<file path="config.mk">
export PLATFORM = sky130hd
export DESIGN_NAME = posit_sum_normalizer
export DESIGN_NICKNAME = d
export VERILOG_FILES = /design/src/rtl/posit_sum_normalizer_pkg.sv /design/src/rtl/posit_sum_normalizer_exp_dec.sv /design/src/rtl/posit_sum_normalizer.sv
export SDC_FILE = /design/constraint.sdc
export NUM_CORES = 1
export LEC_CHECK = 0
export CAP_MARGIN = 15
export CORE_MARGIN = 4
export CORE_UTILIZATION = 45
export DETAILED_ROUTE_END_ITERATION = 16
export PLACE_DENSITY = 0.71
export SLEW_MARGIN = 10
export SYNTH_ARGS = -nofsm -noshare
export SYNTH_HDL_FRONTEND = slang
export SYNTH_SLANG_ARGS = --single-unit
export TNS_END_PERCENT = 50
</file>
<file path="constraint.sdc">
create_clock -name clk -period 3.27 [get_ports clk]
set_input_delay 0.981 -clock clk [delete_from_list [all_inputs] [get_ports clk]]
set_output_delay 0.981 -clock clk [all_outputs]
set_load 0.01 [all_outputs]
</file>
<file path="src/rtl/posit_sum_normalizer_pkg.sv">
// posit_sum_normalizer_pkg
//   Shared types for the posit post-add normalization stage.
//   sign_t        : result sign (POS/NEG)
//   norm_state_t  : normalizer FSM states
//   regime_min()  : most negative value of a signed regime of width w
package posit_sum_normalizer_pkg;

   typedef enum logic {
      POS = 1'b0,
      NEG = 1'b1
   } sign_t;

   typedef enum logic [1:0] {
      IDLE = 2'd0,
      NORM = 2'd1,
      DONE = 2'd2
   } norm_state_t;

   function automatic int regime_min(input int w);
      return -(1 << (w - 1));
   endfunction

endpackage

</file>
<file path="src/rtl/posit_sum_normalizer_exp_dec.sv">
// posit_exp_dec
//   Combinational borrow unit on the {regime, exponent} pair; the pair is
//   treated as one scale value regime*2^EN + exponent, decremented by one.
//   regime_in  : signed regime
//   exp_in     : signed exponent; any value <= 0 borrows from the regime
//   regime_out : regime after the decrement
//   exp_out    : exponent after the decrement
//   sat        : regime already at its minimum and a borrow was needed;
//                outputs saturate to {min, 0}
module posit_exp_dec
   import posit_sum_normalizer_pkg::*;
#(
   parameter int EN    = 1,
   parameter int W_REG = 3,
   parameter int W_EXP = 3
) (
   input  logic signed [W_REG-1:0] regime_in,
   input  logic signed [W_EXP-1:0] exp_in,
   output logic signed [W_REG-1:0] regime_out,
   output logic signed [W_EXP-1:0] exp_out,
   output logic                    sat
);

   localparam logic signed [W_REG-1:0] REG_MIN = W_REG'(regime_min(W_REG));
   localparam logic signed [W_EXP-1:0] EXP_TOP = W_EXP'((1 << EN) - 1);

   logic exp_pos;

   // strictly positive: sign bit clear and not zero
   assign exp_pos = !exp_in[W_EXP-1] && (exp_in != '0);

   always_comb begin
      regime_out = regime_in;
      exp_out    = exp_in;
      sat        = 1'b0;
      if (exp_pos) begin
         exp_out = exp_in - W_EXP'(1);
      end else if (regime_in == REG_MIN) begin
         sat     = 1'b1;
         exp_out = '0;
      end else begin
         // borrow: exp_in + 2^EN - 1 covers both the shift case (exp 0 ->
         // top) and the capture fixup, where the caller passes exp+1
         regime_out = regime_in - W_REG'(1);
         exp_out    = exp_in + EXP_TOP;
      end
   end

endmodule

</file>
<file path="src/rtl/posit_sum_normalizer.sv">
// posit_sum_normalizer
//   Post-add normalization: left-shifts the mantissa sum one bit per cycle
//   until the hidden bit is set, borrowing from exponent/regime on each shift.
//   clk, rst_n           : clock, synchronous active-low reset
//   in_valid / in_ready  : upstream handshake (ready only while IDLE)
//   in_mantissa          : mantissa sum, hidden bit at [W_MAN-1]
//   in_regime            : signed interim regime
//   in_exponent          : signed interim exponent (may be negative)
//   in_negate            : result sign from the adder
//   out_valid / out_ready: downstream handshake
//   out_sign, out_regime, out_exponent, out_mantissa : normalized fields
//   out_zero             : exact zero result
//   out_underflow        : regime hit its minimum before normalization finished
module posit_sum_normalizer
   import posit_sum_normalizer_pkg::*;
#(
   parameter int WIDTH = 7,
   parameter int EN    = 1,
   parameter int W_REG = $clog2(WIDTH),
   parameter int W_EXP = $clog2(WIDTH),
   parameter int W_MAN = WIDTH
) (
   input  logic                    clk,
   input  logic                    rst_n,
   input  logic                    in_valid,
   output logic                    in_ready,
   input  logic [W_MAN-1:0]        in_mantissa,
   input  logic signed [W_REG-1:0] in_regime,
   input  logic signed [W_EXP-1:0] in_exponent,
   input  logic                    in_negate,
   output logic                    out_valid,
   input  logic                    out_ready,
   output sign_t                   out_sign,
   output logic signed [W_REG-1:0] out_regime,
   output logic signed [W_EXP-1:0] out_exponent,
   output logic [W_MAN-1:0]        out_mantissa,
   output logic                    out_zero,
   output logic                    out_underflow
);

   norm_state_t state, state_nxt;

   // working copy of the operand while normalizing
   logic [W_MAN-1:0]        w_man;
   logic signed [W_REG-1:0] w_reg;
   logic signed [W_EXP-1:0] w_exp;
   logic                    w_neg;
   logic                    w_zero;
   logic                    w_uflow;

   logic signed [W_REG-1:0] dec_reg_in, dec_reg_out;
   logic signed [W_EXP-1:0] dec_exp_in, dec_exp_out;
   logic                    dec_sat;

   logic man_zero, man_norm;

   assign man_zero = (w_man == '0);
   assign man_norm = w_man[W_MAN-1];
   assign in_ready = (state == IDLE);

   // One borrow unit shared by both uses: in IDLE it canonicalizes a
   // negative incoming exponent (fed exp+1 so the result is exp+2^EN),
   // in NORM it supplies the post-shift pair.
   always_comb begin
      dec_reg_in = w_reg;
      dec_exp_in = w_exp;
      if (state == IDLE) begin
         dec_reg_in = in_regime;
         dec_exp_in = in_exponent + W_EXP'(1);
      end
   end

   posit_exp_dec #(
      .EN    (EN),
      .W_REG (W_REG),
      .W_EXP (W_EXP)
   ) u_exp_dec (
      .regime_in  (dec_reg_in),
      .exp_in     (dec_exp_in),
      .regime_out (dec_reg_out),
      .exp_out    (dec_exp_out),
      .sat        (dec_sat)
   );

   always_comb begin
      state_nxt = state;
      case (state)
         IDLE:    if (in_valid) state_nxt = NORM;
         // in NORM the exponent is canonical, so dec_sat means exp==0 at
         // regime minimum: no further shift is representable
         NORM:    if (man_zero || man_norm || dec_sat) state_nxt = DONE;
         DONE:    if (out_valid && out_ready) state_nxt = IDLE;
         default: state_nxt = IDLE;
      endcase
   end

   always_ff @(posedge clk) begin
      if (!rst_n) begin
         state         <= IDLE;
         w_man         <= '0;
         w_reg         <= '0;
         w_exp         <= '0;
         w_neg         <= 1'b0;
         w_zero        <= 1'b0;
         w_uflow       <= 1'b0;
         out_valid     <= 1'b0;
         out_sign      <= POS;
         out_regime    <= '0;
         out_exponent  <= '0;
         out_mantissa  <= '0;
         out_zero      <= 1'b0;
         out_underflow <= 1'b0;
      end else begin
         state <= state_nxt;
         case (state)
            IDLE: begin
               if (in_valid) begin
                  w_man  <= in_mantissa;
                  w_neg  <= in_negate;
                  w_zero <= 1'b0;
                  if (in_exponent[W_EXP-1]) begin
                     w_reg   <= dec_reg_out;
                     w_exp   <= dec_exp_out;
                     w_uflow <= dec_sat;
                  end else begin
                     w_reg   <= in_regime;
                     w_exp   <= in_exponent;
                     w_uflow <= 1'b0;
                  end
               end
            end
            NORM: begin
               if (man_zero) begin
                  // exact zero dominates any earlier saturation
                  w_zero  <= 1'b1;
                  w_uflow <= 1'b0;
                  w_reg   <= '0;
                  w_exp   <= '0;
               end else if (!man_norm) begin
                  if (dec_sat) begin
                     w_uflow <= 1'b1;
                  end else begin
                     w_man <= w_man << 1;
                     w_reg <= dec_reg_out;
                     w_exp <= dec_exp_out;
                  end
               end
            end
            DONE: begin
               // first DONE cycle registers the result; fields then hold
               // until the downstream handshake
               if (!out_valid) begin
                  out_valid     <= 1'b1;
                  out_sign      <= w_neg ? NEG : POS;
                  out_regime    <= w_reg;
                  out_exponent  <= w_exp;
                  out_mantissa  <= w_man;
                  out_zero      <= w_zero;
                  out_underflow <= w_uflow;
               end else if (out_ready) begin
                  out_valid <= 1'b0;
               end
            end
            default: ;
         endcase
      end
   end

endmodule
</file>
Yosys cells after proc, flatten, opt, wreduce, memory -nomap -nowiden

Cells that the tools add are included.

Output and inout bits: 18
RAM bits: 0
Memory bits (read-only): 0
Bits in latches: 0
Flip-flop bits (word level): 35
Memories kept: 0

Add/sub/neg operators: 4
Multipliers: 0
Equality and inequality tests: 13
Magnitude comparators: 0
Div/mod/pow operators: 0
Reductions and logical operators: 17
Shift operators: 0
Muxes and demuxes: 41
Bitwise operators: 1

Operator list:

| operator                                                               | number |
|---|---|
| 3-bit 2-to-1 mux                                                       | 16 |
| 7-bit 2-to-1 mux                                                       | 4 |
| 2-bit inequality test (second input constant)                          | 7 |
| 7-bit one-hot mux with 2 select lines                                  | 1 |
| 1-bit 2-to-1 mux                                                       | 12 |
| 3-bit one-hot mux with 2 select lines                                  | 2 |
| 3-bit inequality test (second input constant)                          | 3 |
| 3-bit AND reduction                                                    | 3 |
| 4-bit AND reduction                                                    | 2 |
| 7-bit logical NOT                                                      | 1 |
| 3-bit by 2-bit adder with 3-bit output (second input constant)         | 2 |
| 2-bit 2-to-1 mux                                                       | 3 |
| 2-bit one-hot mux with 3 select lines                                  | 1 |
| 3-bit by 2-bit subtractor with 3-bit output (second input constant)    | 2 |
| 5-bit AND reduction                                                    | 1 |
| 1-bit one-hot mux with 2 select lines                                  | 2 |
| 2-bit AND reduction                                                    | 2 |
| 3-bit equality test (second input constant)                            | 1 |
| 3-bit nonzero test                                                     | 1 |
| 2-bit by 1-bit equality test with 1-bit output (second input constant) | 1 |
| 2-bit equality test (second input constant)                            | 1 |
| 1-bit logical AND                                                      | 2 |
| 2-bit logical NOT                                                      | 1 |
| 1-bit logical OR                                                       | 2 |
| 3 further kinds                                                        | 3 |

Longest topological paths before layout

Gate-level depths: netlist of run 1.

Depth in word-level cells: 9
Mapped depth: 10

By module

A second synthesis of run 1 with hierarchy kept.

Cells, all modules: 218
Area total of the unflattened synthesis: 1,848.0 sq um

By module, submodules not included:

| module               | area an instance (sq um) | cells each | times used |
|---|---|---|---|
| posit_sum_normalizer | 1,645.3                  | 194        | 1 |
| posit_exp_dec        | 202.7                    | 24         | 1 |

Least setup slack after synthesis of run 1

No wires, ideal clock.

Path type: input -> register
Start point: input port in_exponent[0]
End point: register w_reg[0]
Data arrival time: 2.801 ns
Slack: 0.344 ns
Setup time: 0.125 ns
Required time: 3.145 ns
Stages on the path: 9
Buffers on the path: 0
Cell sequence: ha_1 > nor4_1 > nor2_1 > ha_1 > and2b_1 > nor3_4 > a22o_4 > a222oi_1 > nor2b_1

Word-level cells in the longest chain between the ends: 9
Elaborated cells between the ends (all ways): 15

RTL lines:

| what                                                           | RTL line                           | source |
|---|---|---|
| from (decl)                                                    | posit_sum_normalizer.sv:29         | `input logic signed [W_EXP-1:0] in_exponent,` |
| 3-bit by 2-bit adder with 3-bit output (*)                     | posit_sum_normalizer.sv:69         | `dec_exp_in = in_exponent + W_EXP'(1);` |
| 3-bit 2-to-1 mux (*)                                           | posit_sum_normalizer.sv:67         | `if (state == IDLE) begin` |
| 3-bit nonzero test / 1-bit logical NOT (equally long branches) | posit_sum_normalizer_exp_dec.sv:30 | `assign exp_pos = !exp_in[W_EXP-1] && (exp_in != '0);` |
| 1-bit logical AND (*)                                          | posit_sum_normalizer_exp_dec.sv:30 |  |
| 3-bit 2-to-1 mux                                               | posit_sum_normalizer_exp_dec.sv:36 | `if (exp_pos) begin` |
| 3-bit 2-to-1 mux                                               | posit_sum_normalizer.sv:140        | `if (dec_sat) begin` |
| 3-bit 2-to-1 mux                                               | posit_sum_normalizer.sv:139        | `end else if (!man_norm) begin` |
| 3-bit 2-to-1 mux                                               | posit_sum_normalizer.sv:133        | `if (man_zero) begin` |
| 3-bit one-hot mux with 2 select lines                          | posit_sum_normalizer.sv:115        | `case (state)` |
| to (signal assigned)                                           | posit_sum_normalizer.sv:122        | `w_reg <= dec_reg_out;` |
| to (signal assigned)                                           | posit_sum_normalizer.sv:126        | `w_reg <= in_regime;` |
| to (signal assigned)                                           | posit_sum_normalizer.sv:144        | `w_reg <= dec_reg_out;` |
| to (decl)                                                      | posit_sum_normalizer.sv:45         | `logic signed [W_REG-1:0] w_reg;` |

Every way passes the cells marked *; elsewhere a longest branch is shown, timed or not. The select of a mux whose other input is x is not followed.
A chain may end at the register's enable or synchronous reset.

Worst setup path in the final report of run 1

Ends and elaborated chain as after synthesis.

==> results.yml, run 1 <==
logic_synthesis:
  synth-edff-count: 0
  yosysWarningCount: 0
  synth_ff_type: "dfxtp_1"
  synth_top_area_cell: "dfxtp_1"
  ys_top_cells_by_area: "dfxtp_1 39%, nand2_1 8.9%, a21boi_0 6.2%, ha_1 4.8%, o21ai_0 3.0%"
  syn_inst: 211
  synth.avg_cell_area_um2: 8.592
  ys_seq_elements: 35
  syn_nets: 236
  ys_types: 48
  synthesis.area_um2: 1813
  postSynth.asyncResetShare_pct: 0
  seq_area_frac_synth_pct: 38.65
  synth_top_area_share_pct: 38.65
worst_hold_path:
  hp-class: "reg2reg"
grt:
  grt_use_total_pct: 17.60
  grt.overflow.total: 0
  grt_start_max_net_pins: 23
  grt_pass1_wl_um: 7203
  antenna_found_initial: 0
  first_global_vias: 1589
floorplanning:
  die_x_um: 71.48
  fp.dieH_um: 71.48
  core_um2: 3771
  core.rowCount: 22
  ios: 36
  start_util_pct: 48.08
  die-area_um2: 5109
cts:
  cts.path.max_buffers: 2
  cts.clk_slew.worst_paths_ps: 70
  insertion_delay_ps: 290
  htreeDepth: 2
  cts_buffers: 5
  numClockSinks: 35
  postCtsSetupRepairBufs: 0
  post_cts_resized: 0
  cts_hold_buf: 0
  ctsRootBufferMaster: "clkbuf_8"
  cts_tree: "done"
outcome:
  status: "finished, final reports clean"
place:
  dp_slack_ps: -181.7
  io_buffers: 35
  postPlaceCellArea_um2: 2276
  place_congestion: 0.8768
  dp.cells: 298
  dpl.hpwl_um: 3152
power_and_ir_drop:
  power_leakage_nw: 0.9226
  finalPower_mw: 1.372
  peakVddDrop_mv: 0.3426
  power.density_nw_per_um2: 579.0
critical_path:
  cp_max_fo: 6
  cp.arrival_ps: 3280
  start_kind: "input port"
  cp.required_ps: 3440
  crit_type: "in2reg"
  end_kind: "flip-flop"
timing:
  timing.final.crit_share_pct: 95.28
  rsz0062_at_grt: "no"
  whs_ps: 460.1
  slew_headroom_pct: 52.87
  min_period_ps: 3116
  hold_viol: 0
  finalClockSkew_ps: 7.688
  fmax_mhz: 320.9
  setup_violations: 0
  tightest_slew_ps: 704.8
  setup_ws_ps: 154.2
  drv_slew: 0
detailed_routing:
  totalWireLength_um: 4235
  avgViaCountPerCell: 5.348
  drtPass1Iterations: 4
  drt_iter0_markers: 92
  final_antenna_net_count: 0
  detail_route.wl_per_cell_um: 13.89
  route.detailed.drc: 0
  vias: 1631
job:
  drv_cap: 0
final_layout:
  final_cells: 305
  antenna_cells: 0
  nFillCells: 351
  layout_common_cells: "43 x nand2_1, 35 x clkdlybuf4s50_1, 35 x dfxtp_1"
  final_common_cell: "nand2_1"
  syn2layout_area_growth_pct: 30.71
  nets: 282
  final_area_um2: 2370
  reg_top3: "out_mantissa: 7 flops, w_man: 7 flops"
  layout-drive-gt1-share_pct: 11.67
[synthesized netlist by cell type (2+ instances only)]
library cell,instances
a21oi_1,5
inv_1,5
dfxtp_1,35
a22oi_1,4
a21o_1,2
nor3_1,2
mux2i_1,3
nand4_1,2
o211a_1,2
clkbuf_1,5
nand2b_1,5
nor2b_1,7
a22o_1,5
a21boi_0,15
nand2_1,43
ha_1,7
buf_2,2
nor2_1,9
o21ai_0,11
xnor2_1,2
nand3_1,9
a21boi_1,5
[kinds of logic (layout without fill, tap and decap cells)]
group,Yosys count,after routing,share of synthesized area (%)
AND/OR/NAND/NOR,87,87,23.67
AO/OA/AOI/OAI,59,59,23.95
flip-flops,35,35,38.65
buffers and inverters,15,61,3.934
adder cells (fa/ha/maj),7,7,4.831
multiplexers,5,5,3.520
XOR/XNOR,3,3,1.450
[worst max-delay path, cell delays in order]
cell,delay [ps]
clkdlybuf4s50_1,420
ha_1,320
nor4_2,270
nor2_1,110
ha_1,220
and2b_1,250
nor3_4,60
a22o_4,270
a222oi_1,310
nor2b_1,80
[metal layers]
metal  GRT usage [%]  vias to the layer above  wire length [um]
li1                -                      824                 -
met2           27.86                       37              1891
met4           6.889                        0                65
met5               0                        -                 0
met1           22.90                      761              2047
met3           4.488                        9               232
[worst paths after layout]
kind,slack (ps),to,depth (start not counted),startpoint
setup / recovery,150,w_reg[0],10,in_exponent[0]
hold / removal,460,out_regime[2],2,out_regime[2]
setup reg to reg,620,w_man[3],10,state[0]
hold reg to reg,460,out_regime[2],2,out_regime[2]
[power breakdown]
group | switching [mW] | internal (mW) | total, mW
sequential | 0.0640 | 0.480 | 0.544
clock | 0.153 | 0.165 | 0.318
combinational | 0.260 | 0.251 | 0.511
[through the flow]
step / setup TNS (ps) / util [%]
floorplan: 0 / -
global placement: -338.2 / 60.35
detailed placement: -974.9 / 60.35
CTS: 0 / 62.67
global route: 0 / 62.84
finish: 0 / 62.84
[area by class of cell]
type	instances	area, um^2	area share [%]
Inverter	5	18.77	0.7920
Clock inverter	1	5.005	0.2112
Clock buffer	6	82.58	3.485
Sequential cell	35	700.7	29.57
Timing Repair Buffer	49	455.4	19.22
Multi-Input combinational cell	161	1047	44.19
Tap cell	48	60.06	2.534
Note: power is estimated with default switching activity, not from simulation.
==> inputs of run 2 (changes only) <==
Settings changed: SLEW_MARGIN 10 to 20.
==> results of run 2 <==
The final DEF is identical to that of run 1; final timing and power are the same.
==> inputs of run 3 (changes only) <==
Settings changed: PLACE_DENSITY 0.71 to 0.69.
==> run 3 against run 2 <==
Net effect:
- first-iteration DRC count down 18%
- final area down 0.37%
- critical path depth unchanged
- worst hold slack worse by 7.9 ps
- critical path type unchanged
- maximum frequency up 0.94%
- via count down 2.7%
- global-route usage down 0.65 points
- sequential cell count unchanged
- wire length down 3.4%
- combinational power down 2%
- highest routed layer unchanged
- die area unchanged
==> results.yml, run 3 (synthesis results as in run 1) <==
cts:
  postCtsSetupRepairBufs: 0
  insertion_delay_ps: 280
  cts.path.max_buffers: 2
  post_cts_resized: 0
  cts_hold_buf: 0
  cts.clk_slew.worst_paths_ps: 70
  cts_buffers: 5
  htreeDepth: 2
  cts_tree: "done"
  numClockSinks: 35
  ctsRootBufferMaster: "clkbuf_8"
floorplanning:
  fp.dieH_um: 71.48
  core.rowCount: 22
  ios: 36
  die-area_um2: 5109
  core_um2: 3771
  start_util_pct: 48.08
  die_x_um: 71.48
final_layout:
  final_common_cell: "nand2_1"
  layout-drive-gt1-share_pct: 10.55
  reg_top3: "out_mantissa: 7 flops, w_man: 7 flops"
  nFillCells: 342
  antenna_cells: 0
  layout_common_cells: "43 x nand2_1, 35 x clkdlybuf4s50_1, 35 x dfxtp_1"
  nets: 280
  syn2layout_area_growth_pct: 30.23
  final_area_um2: 2361
detailed_routing:
  avgViaCountPerCell: 5.220
  drt_iter0_markers: 75
  vias: 1587
  route.detailed.drc: 0
  drtPass1Iterations: 4
  detail_route.wl_per_cell_um: 13.46
  final_antenna_net_count: 0
  totalWireLength_um: 4092
power_and_ir_drop:
  p_sw_mw: 0.4673
  p_sw_share_pct: 33.70
  peakVddDrop_mv: 0.2710
  power.density_nw_per_um2: 587.3
  power.share.clock_pct: 24.8
  intPower_mw: 0.9194
  power_leakage_nw: 0.9166
  p_comb_share_pct: 36.3
  seqPwrFrac_pct: 38.9
  finalPower_mw: 1.387
grt:
  grt_start_max_net_pins: 43
  grt.overflow.total: 0
  grt_use_total_pct: 16.95
  grt_pass1_wl_um: 6913
  first_global_vias: 1503
  antenna_found_initial: 0
critical_path:
  cp.required_ps: 3440
  crit_type: "in2reg"
  end_kind: "flip-flop"
  start_kind: "input port"
  cp.arrival_ps: 3260
  cp_max_fo: 6
timing:
  timing.final.crit_share_pct: 94.39
  tightest_slew_ps: 584.3
  rsz0062_at_grt: "no"
  drv_slew: 0
  fmax_mhz: 324.0
  setup_violations: 0
  finalSetupTns_ps: 0
  hold_viol: 0
  slew_headroom_pct: 61.01
  finalClockSkew_ps: 5.971
  min_period_ps: 3087
place:
  io_buffers: 35
  place_congestion: 0.8642
  postPlaceCellArea_um2: 2261
  dpl.hpwl_um: 3047
outcome:
  status: "finished, final reports clean"
worst_hold_path:
  hp-class: "reg2reg"
job:
  drv_cap: 0
[run 3: cell types whose count changed in the layout (fill, tap and decap cells not counted)]
cell and delta:
buf_4 -2, clkbuf_1 +1, clkbuf_8 +1, clkinv_2 -1, nor4_1 +1, nor4_2 -1
[run 3: cell type report]
type	count	area (um^2)	area share, %
clock buffer	8	100.1	4.240
tap	48	60.06	2.544
multi-input combinational	161	1041	44.09
inverter	5	18.77	0.7949
timing repair buffer	47	440.4	18.65
sequential	35	700.7	29.68
[run 3: metrics by stage]
step                setup WS [ps]  hold WS (ps)  cells  util, %
finish                      183.3         452.3    304    62.61
global route                48.59         479.6    304    62.61
CTS                         184.0         456.7    304    62.61
detailed placement         -135.2         447.0    296    59.95
global placement           -100.3         443.3    296    59.95
floorplan                   344.0         431.0    211        -
[run 3: routing by layer]
metal,share of wire [%],track usage (%)
met1,49,22.79
met2,45,26.33
met3,5.1,5.049
met4,0.95,4.802
met5,0,0
[run 3: final timing paths]
kind	cells after the start	start	endpoint	slack, ps
worst max register to register	10	state[0]	w_man[4]	630
worst max-delay path	10	in_exponent[0]	w_reg[0]	180
worst min-delay path	2	out_exponent[0]	out_exponent[0]	450
worst min register to register	2	out_exponent[0]	out_exponent[0]	450
[run 3: power by group through the flow]
| stage | Combinational [mW] | Sequential (mW) | Clock [mW] |
|---|---|---|---|
| floorplan | 0.358 | 0.535 | 0 |
| global placement | 0.505 | 0.549 | 0 |
| detailed placement | 0.505 | 0.548 | 0 |
| CTS | 0.507 | 0.539 | 0.353 |
| global route | 0.566 | 0.548 | 0.375 |
| finish | 0.503 | 0.540 | 0.344 |
[run 3: worst max-delay path, cell delays in order]
cell and delay (ps):
clkdlybuf4s50_1 420, ha_1 310, nor4_1 300, nor2_1 120, ha_1 220, and2b_1 250
nor3_4 50, a22o_4 260, a222oi_1 270, nor2b_1 70
